--- config.mk ---
export PLATFORM = sky130hd
export DESIGN_NAME = oled_spi_stream
export DESIGN_NICKNAME = d
export VERILOG_FILES = /design/src/rtl/oled_spi_stream.sv
export SDC_FILE = /design/constraint.sdc
export NUM_CORES = 1
export LEC_CHECK = 0
export CAP_MARGIN = 20
export CORE_MARGIN = 1
export CORE_UTILIZATION = 50
export DETAILED_ROUTE_END_ITERATION = 10
export GPL_ROUTABILITY_DRIVEN = 0
export HOLD_SLACK_MARGIN = 0.05
export PLACE_DENSITY_LB_ADDON = 0.25
export SYNTH_ARGS = -nofsm -noshare
export SYNTH_HDL_FRONTEND = slang
export SYNTH_SLANG_ARGS = --single-unit
--- constraint.sdc ---
create_clock -name clki -period 4.6 [get_ports clki]
set_clock_uncertainty 0.15 [all_clocks]
set_input_delay 1.38 -clock clki [delete_from_list [all_inputs] [get_ports clki]]
set_output_delay 1.38 -clock clki [all_outputs]
set_load 0.05 [all_outputs]
--- src/rtl/oled_spi_stream.sv ---
// SSD1331-class OLED link: panel reset pulse, fixed init command stream, then
// RGB565 pixels serialised as two SPI mode-0 data bytes with (x, y) tracking.
module oled_spi_stream #(
    parameter int CLK_DIV      = 2,
    parameter int RESET_CYCLES = 1000,
    parameter int WIDTH        = 96,
    parameter int HEIGHT       = 64
) (
    input  logic        clki,
    input  logic        rstn,
    input  logic [15:0] pixel_data,
    input  logic        pixel_valid,
    output logic        pixel_ready,
    output logic [6:0]  pixel_x,
    output logic [5:0]  pixel_y,
    output logic        init_done,
    output logic        oled_csn,
    output logic        oled_clk,
    output logic        oled_mosi,
    output logic        oled_dc,
    output logic        oled_resn
);

    localparam int DIV_W = (CLK_DIV > 1) ? $clog2(CLK_DIV) : 1;
    localparam int RST_W = (RESET_CYCLES > 1) ? $clog2(RESET_CYCLES) : 1;
    localparam logic [DIV_W-1:0] DIV_LAST = DIV_W'(CLK_DIV - 1);
    localparam logic [RST_W-1:0] RST_LAST = RST_W'(RESET_CYCLES - 1);
    localparam logic [6:0]       X_LAST   = 7'(WIDTH - 1);
    localparam logic [5:0]       Y_LAST   = 6'(HEIGHT - 1);
    localparam logic [3:0]       INIT_LEN = 4'd15;

    localparam logic [2:0] S_RST_LO   = 3'd0;
    localparam logic [2:0] S_RST_WAIT = 3'd1;
    localparam logic [2:0] S_INIT     = 3'd2;
    localparam logic [2:0] S_IDLE     = 3'd3;
    localparam logic [2:0] S_SEND_HI  = 3'd4;
    localparam logic [2:0] S_SEND_LO  = 3'd5;

    localparam logic [1:0] E_IDLE = 2'd0;
    localparam logic [1:0] E_LOW  = 2'd1;
    localparam logic [1:0] E_HIGH = 2'd2;
    localparam logic [1:0] E_GAP  = 2'd3;

    function automatic logic [7:0] init_rom(input logic [3:0] idx);
        case (idx)
            4'd0:    init_rom = 8'hAE;
            4'd1:    init_rom = 8'hA0;
            4'd2:    init_rom = 8'h72;
            4'd3:    init_rom = 8'hA1;
            4'd4:    init_rom = 8'h00;
            4'd5:    init_rom = 8'hA2;
            4'd6:    init_rom = 8'h00;
            4'd7:    init_rom = 8'hA4;
            4'd8:    init_rom = 8'hA8;
            4'd9:    init_rom = 8'h3F;
            4'd10:   init_rom = 8'hAD;
            4'd11:   init_rom = 8'h8E;
            4'd12:   init_rom = 8'hB0;
            4'd13:   init_rom = 8'h0B;
            4'd14:   init_rom = 8'hAF;
            default: init_rom = 8'h00;
        endcase
    endfunction

    logic [2:0]       state_q, state_d;
    logic [RST_W-1:0] cnt_q, cnt_d;
    logic [3:0]       rom_idx_q, rom_idx_d;
    logic [7:0]       pix_lo_q, pix_lo_d;
    logic [6:0]       x_q, x_d;
    logic [5:0]       y_q, y_d;
    logic             ready_q, ready_d;
    logic             done_q, done_d;
    logic             resn_q, resn_d;

    logic [1:0]       eng_q, eng_d;
    logic [DIV_W-1:0] div_q, div_d;
    logic [2:0]       bit_q, bit_d;
    logic [6:0]       sh_q, sh_d;
    logic             csn_q, csn_d;
    logic             sclk_q, sclk_d;
    logic             mosi_q, mosi_d;
    logic             dc_q, dc_d;

    logic             start;
    logic [7:0]       start_byte;
    logic             start_dc;
    logic             div_last;
    logic             eng_done;

    assign div_last = (div_q == DIV_LAST);
    // eng_done marks the last gap cycle; a byte started on that edge keeps a 17*CLK_DIV slot
    assign eng_done = (eng_q == E_GAP) && div_last;

    always_comb begin
        state_d    = state_q;
        cnt_d      = cnt_q;
        rom_idx_d  = rom_idx_q;
        pix_lo_d   = pix_lo_q;
        x_d        = x_q;
        y_d        = y_q;
        ready_d    = ready_q;
        done_d     = done_q;
        resn_d     = resn_q;
        start      = 1'b0;
        start_byte = 8'h00;
        start_dc   = 1'b0;
        case (state_q)
            S_RST_LO: begin
                if (cnt_q == RST_LAST) begin
                    cnt_d   = '0;
                    resn_d  = 1'b1;
                    state_d = S_RST_WAIT;
                end else begin
                    cnt_d = cnt_q + 1'b1;
                end
            end
            S_RST_WAIT: begin
                if (cnt_q == RST_LAST) begin
                    cnt_d      = '0;
                    start      = 1'b1;
                    start_byte = init_rom(4'd0);
                    rom_idx_d  = 4'd1;
                    state_d    = S_INIT;
                end else begin
                    cnt_d = cnt_q + 1'b1;
                end
            end
            S_INIT: begin
                if (eng_done) begin
                    if (rom_idx_q == INIT_LEN) begin
                        done_d  = 1'b1;
                        ready_d = 1'b1;
                        state_d = S_IDLE;
                    end else begin
                        start      = 1'b1;
                        start_byte = init_rom(rom_idx_q);
                        rom_idx_d  = rom_idx_q + 4'd1;
                    end
                end
            end
            S_IDLE: begin
                if (pixel_valid && ready_q) begin
                    ready_d    = 1'b0;
                    pix_lo_d   = pixel_data[7:0];
                    start      = 1'b1;
                    start_byte = pixel_data[15:8];
                    start_dc   = 1'b1;
                    state_d    = S_SEND_HI;
                    if (x_q == X_LAST) begin
                        x_d = '0;
                        y_d = (y_q == Y_LAST) ? '0 : y_q + 6'd1;
                    end else begin
                        x_d = x_q + 7'd1;
                    end
                end
            end
            S_SEND_HI: begin
                if (eng_done) begin
                    start      = 1'b1;
                    start_byte = pix_lo_q;
                    start_dc   = 1'b1;
                    state_d    = S_SEND_LO;
                end
            end
            S_SEND_LO: begin
                if (eng_done) begin
                    ready_d = 1'b1;
                    state_d = S_IDLE;
                end
            end
            default: state_d = S_RST_LO;
        endcase
    end

    // Byte engine: MSB first, mosi only moves on the low-going clock edge.
    always_comb begin
        eng_d  = eng_q;
        div_d  = div_q;
        bit_d  = bit_q;
        sh_d   = sh_q;
        csn_d  = csn_q;
        sclk_d = sclk_q;
        mosi_d = mosi_q;
        dc_d   = dc_q;
        case (eng_q)
            E_LOW: begin
                if (div_last) begin
                    div_d  = '0;
                    sclk_d = 1'b1;
                    eng_d  = E_HIGH;
                end else begin
                    div_d = div_q + 1'b1;
                end
            end
            E_HIGH: begin
                if (div_last) begin
                    div_d  = '0;
                    sclk_d = 1'b0;
                    if (bit_q == 3'd0) begin
                        mosi_d = 1'b0;
                        csn_d  = 1'b1;
                        eng_d  = E_GAP;
                    end else begin
                        bit_d  = bit_q - 3'd1;
                        mosi_d = sh_q[6];
                        sh_d   = {sh_q[5:0], 1'b0};
                        eng_d  = E_LOW;
                    end
                end else begin
                    div_d = div_q + 1'b1;
                end
            end
            E_GAP: begin
                if (div_last) begin
                    div_d = '0;
                    eng_d = E_IDLE;
                end else begin
                    div_d = div_q + 1'b1;
                end
            end
            default: ;
        endcase
        if (start) begin
            eng_d  = E_LOW;
            div_d  = '0;
            bit_d  = 3'd7;
            sh_d   = start_byte[6:0];
            csn_d  = 1'b0;
            sclk_d = 1'b0;
            mosi_d = start_byte[7];
            dc_d   = start_dc;
        end
    end

    always_ff @(posedge clki) begin
        if (!rstn) begin
            state_q   <= S_RST_LO;
            cnt_q     <= '0;
            rom_idx_q <= '0;
            pix_lo_q  <= '0;
            x_q       <= '0;
            y_q       <= '0;
            ready_q   <= 1'b0;
            done_q    <= 1'b0;
            resn_q    <= 1'b0;
            eng_q     <= E_IDLE;
            div_q     <= '0;
            bit_q     <= '0;
            sh_q      <= '0;
            csn_q     <= 1'b1;
            sclk_q    <= 1'b0;
            mosi_q    <= 1'b0;
            dc_q      <= 1'b0;
        end else begin
            state_q   <= state_d;
            cnt_q     <= cnt_d;
            rom_idx_q <= rom_idx_d;
            pix_lo_q  <= pix_lo_d;
            x_q       <= x_d;
            y_q       <= y_d;
            ready_q   <= ready_d;
            done_q    <= done_d;
            resn_q    <= resn_d;
            eng_q     <= eng_d;
            div_q     <= div_d;
            bit_q     <= bit_d;
            sh_q      <= sh_d;
            csn_q     <= csn_d;
            sclk_q    <= sclk_d;
            mosi_q    <= mosi_d;
            dc_q      <= dc_d;
        end
    end

    assign pixel_ready = ready_q;
    assign pixel_x     = x_q;
    assign pixel_y     = y_q;
    assign init_done   = done_q;
    assign oled_csn    = csn_q;
    assign oled_clk    = sclk_q;
    assign oled_mosi   = mosi_q;
    assign oled_dc     = dc_q;
    assign oled_resn   = resn_q;

endmodule

Word-level counts from Yosys, hierarchy flattened
Memories as Yosys holds them, arrays and structs flattened. A register that Yosys moved wholly into a read port is not among the register bits.
Index checks and enable logic that the tools add are counted.
{"block": "word_totals", "n_memories": 1, "romBits": 128, "in_bits": 19, "latch_bits": 0, "reg_bits": 58, "word_cells": 142, "ram_bits": 0, "out_inout_bits": 20}
{"memory": "(name not given)", "words": 16, "word_bits": 8, "read_ports": 1, "rd_ports_with_merged_regs": 1, "write_ports": 0, "line": "45", "source": "case (idx)"}
{"block": "classes", "bitwise_logic": 1, "addsub": 6, "n_mux": 61, "n_reduce_logical": 28, "eq_ne": 27, "shift": 0, "n_lt_le_gt_ge": 0, "div_mod_pow": 0, "mul": 0}
{"cell": "8-bit 2-to-1 mux", "n": 5}
{"cell": "7-bit 2-to-1 mux", "n": 5}
{"cell": "3-bit 2-to-1 mux", "n": 11}
{"cell": "8-bit case mux with 4 select lines", "n": 1}
{"cell": "2-bit != test, second input constant", "n": 12}
{"cell": "1-bit 2-to-1 mux", "n": 21}
{"cell": "4-bit 2-to-1 mux", "n": 5}
{"cell": "3-bit case mux with 6 select lines", "n": 1}
{"cell": "3-bit AND reduction", "n": 5}
{"cell": "4-bit AND reduction", "n": 3}
{"cell": "10-bit by 1-bit adder with 10-bit output, second input constant", "n": 1}
{"cell": "10-bit equality test, second input constant", "n": 1}
{"cell": "10-bit 2-to-1 mux", "n": 1}
{"cell": "2-bit nonzero test", "n": 5}
{"cell": "3-bit != test, second input constant", "n": 3}
{"cell": "2-bit 2-to-1 mux", "n": 4}
{"cell": "4-bit case mux with 2 select lines", "n": 1}
{"cell": "7-bit by 1-bit adder with 7-bit output, second input constant", "n": 1}
{"cell": "7-bit equality test, second input constant", "n": 1}
{"cell": "7-bit AND reduction", "n": 1}
{"cell": "6-bit by 1-bit adder with 6-bit output, second input constant", "n": 1}
{"cell": "3-bit by 2-bit equality test with 1-bit output, second input constant", "n": 2}
{"cell": "3-bit equality test, second input constant", "n": 2}
{"cell": "6-bit equality test, second input constant", "n": 1}
{"cell": "21 further kinds", "n": 29}

Longest topological paths before layout
{"block": "depth", "depth_word": 6, "mapped_depth": 12, "ltp_nobuf": 9}

Worst setup path after synthesis
OpenSTA, ideal clock, no wires.
{"block": "synth_path", "path_type": "input -> register", "start": "in rstn", "end": "reg with a tool-made name", "t_required_ps": 4329, "stages": 8, "setup_ps": 121, "arrival_ps": 2696, "path_buffers": 1, "setup_slack_ps": 1633, "path_cell_list": "clkbuf_1 inv_1 a41oi_1 o31ai_4 inv_1 ha_1 mux2i_1 mux2_4"}
{"element": "start: declaration", "line": "10", "source": "input logic rstn,"}

Final worst setup path
{"block": "layout_path", "start": "reg x_q[4] (netlist: pixel_x[4])", "end": "out pixel_x[4]"}
{"element": "start: declaration", "line": "69", "source": "logic [6:0] x_q, x_d;"}
{"element": "start signal: assignment", "line": "241", "source": "x_q <= '0;"}
{"element": "start signal: assignment", "line": "259", "source": "x_q <= x_d;"}
{"element": "end: declaration", "line": "14", "source": "output logic [6:0] pixel_x,"}
No word-level cell between the ends.

==> impl_metrics.env <==
export IMPL_outcome="complete, but fails checks"
export IMPL_violations="design-rule violations"
export IMPL_cts_sinks=66
export IMPL_period_share_pct=71.5
export IMPL_cts_buffers=9
export IMPL_die_w_microns=84.8
export IMPL_synth_cells=394
export IMPL_dp_cells=489
export IMPL_use_met3_pct=5.01
export IMPL_synth_top_flop_cell="dfxtp_1"
export IMPL_powerDensity_nw_per_um2=318
export IMPL_firstDrtPassIters=8
export IMPL_post_route_cell_area_sq_um=4040
export IMPL_p_leak_nw=1.57
export IMPL_grt_max_degree=32
export IMPL_cp_required_ps=3070
export IMPL_post_cts_buffers=0
export IMPL_ant_nets=0
export IMPL_cts_tree="done"
export IMPL_max_freq_mhz=304
export IMPL_area_growth_pct=18.0
export IMPL_cts_clk_slew_worst_paths_ps=70
export IMPL_clkLatencyLatePin_ps=340
export IMPL_min_period_ps=3290
export IMPL_synth_edff_count=0
export IMPL_ys_warn_count=0
export IMPL_startpoint_type="flip-flop"
export IMPL_cp_arrival_ps=1760
export IMPL_drv_cap=0
export IMPL_port_buffers=38
export IMPL_vias=2944
export IMPL_ys_seq_area_share_pct=38.6
export IMPL_path_buf_inv=1
export IMPL_cpMaxStageDelayCell="clkdlybuf4s50_1"
export IMPL_finalNonFillerCells=505
export IMPL_synthDistinctLibCells=60
export IMPL_avgSynthCellArea_sq_um=8.69
export IMPL_htree_levels=3
export IMPL_cts_root_buf="clkbuf_8"
export IMPL_hold_viol=0
export IMPL_num_io_pins=39
export IMPL_antenna_found_initial=0
export IMPL_hold_path_class="reg -> reg"
export IMPL_layout_drive_gt1_share_pct=8.41
export IMPL_cts_hold_buffers=0
export IMPL_end_kind="primary output"
export IMPL_dr_first_iter_drc_count=178
export IMPL_use_met1_pct=28.4
export IMPL_cp_top_family="buffers and inverters"
export IMPL_critPathKind="reg -> out"
export IMPL_fin_nets=458
export IMPL_grt_most_used_layer="met2"
export IMPL_cp_max_fo=9
export IMPL_globalRouteTotalUtil_pct=22.2
export IMPL_placed_cell_area_sq_um=3800
export IMPL_r2r_slack_ps=1600
export IMPL_syn_num_nets=429
export IMPL_synth_cell_area_sq_um=3430
export IMPL_cts_resized=0
export IMPL_antenna_cells=0
export IMPL_slew_violations=0
export IMPL_clk_path_buf_depth=2
export IMPL_path_cells="clkdlybuf4s50_1"
export IMPL_ys_async_sr_fraction_pct=0
export IMPL_dp_hpwl_mm=5.35
export IMPL_routed_via_density=5.83
export IMPL_wl_mm=7.55
export IMPL_initial_core_util_pct=52.7
export IMPL_vdd_drop_max_mv=0.247
export IMPL_die_y_microns=84.8
export IMPL_cp_slowest_stage_delay_ps=880
export IMPL_core_area_sq_um=6490
export IMPL_num_rows=29
export IMPL_first_global_vias=2720
export IMPL_grt_remaining_overflow=0
export IMPL_finalSetupViolations=0
export IMPL_rsz0062_at_grt="false"
export IMPL_tightest_slew_ps=902
export IMPL_timing_setup_tns_ps=0
export IMPL_die_area_sq_um=7190
export IMPL_relSlewSlack_pct=39.6
export IMPL_wl_per_cell_microns=14.9
export IMPL_ys_ff_latch=66
export IMPL_drc=2
export IMPL_grtUsageMet2_pct=36.1
export IMPL_grt_first_pass_wirelength_mm=12.6
export IMPL_fillCellCount=572
synthesized netlist by cell type (5+ instances only):
master / number / area (sq um)
a21oi_1: 28 / 140
a22oi_1: 5 / 37.5
a31oi_1: 10 / 62.6
and2_1: 6 / 37.5
and3_1: 9 / 56.3
clkbuf_1: 11 / 41.3
dfxtp_1: 66 / 1320
ha_1: 16 / 200
inv_1: 9 / 33.8
mux2i_1: 13 / 130
nand2_1: 50 / 188
nand3_1: 13 / 65.1
nand4_1: 7 / 43.8
nor2_1: 34 / 128
nor2b_1: 5 / 31.3
nor3_1: 10 / 50.1
o21ai_0: 12 / 60.1
o31ai_1: 5 / 37.5
xnor2_1: 8 / 70.1
per-layer routing:
layer,vias up,routed length [microns]
met3,13,337
li1,1475,-
met4,0,142
met1,1386,3430
met5,-,0
met2,70,3640
worst reg2reg max path: stages, from the launching register on:
cell and delay, ps:
dfxtp_1 630, nor3b_2 440, and3_1 600, nor2_1 140, a22o_1 230, and2_1 200, ha_1 220, mux2i_1 170
mux2_4 170
cell type report:
cell class	count	area, sq um	area share, %
clock buffers	9	124	3.06
clock inverters	7	118	2.91
multi-input cells	294	1940	47.9
well taps	77	96.3	2.38
repair buffers	41	403	9.97
inverters	11	43.8	1.08
flip-flops and latches	66	1320	32.7
placed cells by master, fill, tap and decap left out, types with 3 or more instances in the layout:
cell type,n
nand4_1,7
a222oi_1,3
xnor2_1,8
nor3_1,10
xor2_1,4
o31ai_1,5
mux2i_1,13
nor2_1,34
o31a_1,3
inv_1,9
and2_1,6
a211oi_1,4
o21ai_1,3
a21oi_1,28
dfxtp_1,66
o21a_1,4
o21ai_0,12
clkbuf_8,9
nand2_1,50
clkdlybuf4s50_1,38
ha_1,16
a31oi_1,10
nand3_1,13
or2_2,3
and3_1,9
nand2b_1,4
bufinv_16,3
buf_4,3
nor2b_1,5
a22oi_1,5
power breakdown:
group	switching [mW]	total, mW	internal [mW]
Combinational	0.0560	0.105	0.0494
Sequential	0.0148	0.598	0.583
Clock	0.224	0.583	0.360
through the flow:
step           setup WS, ps  total power, mW  hold slack, ps  utilization, %
2_1_floorplan          1630            0.682             286               -
3_3_place_gp           1060            0.710             292            58.5
3_5_place_dp           1010            0.715             298            58.5
4_1_cts                1290             1.30             307            62.2
5_1_grt                1240             1.34             331            62.2
6_report               1310             1.29             308            62.2
final timing paths:
path,start,to,depth (start not counted)
setup / recovery,pixel_x[4]$_SDFFE_PN0P_,pixel_x[4],1
hold / removal,pix_lo_q[4]$_SDFFE_PN0P_,pix_lo_q[4]$_SDFFE_PN0P_,2
setup reg to reg,state_q[1]$_SDFFE_PN0P_,flip-flop,8
hold reg to reg,pix_lo_q[4]$_SDFFE_PN0P_,pix_lo_q[4]$_SDFFE_PN0P_,2
cell families after synthesis:
family	share of synthesized area [%]
flops	38.6
mux	4.67
buf+inv	4.89
simple gates	24.3
xor+xnor	3.07
fa+ha+maj	5.84
compound gates	18.6
Power figures use the tool's default switching activity.
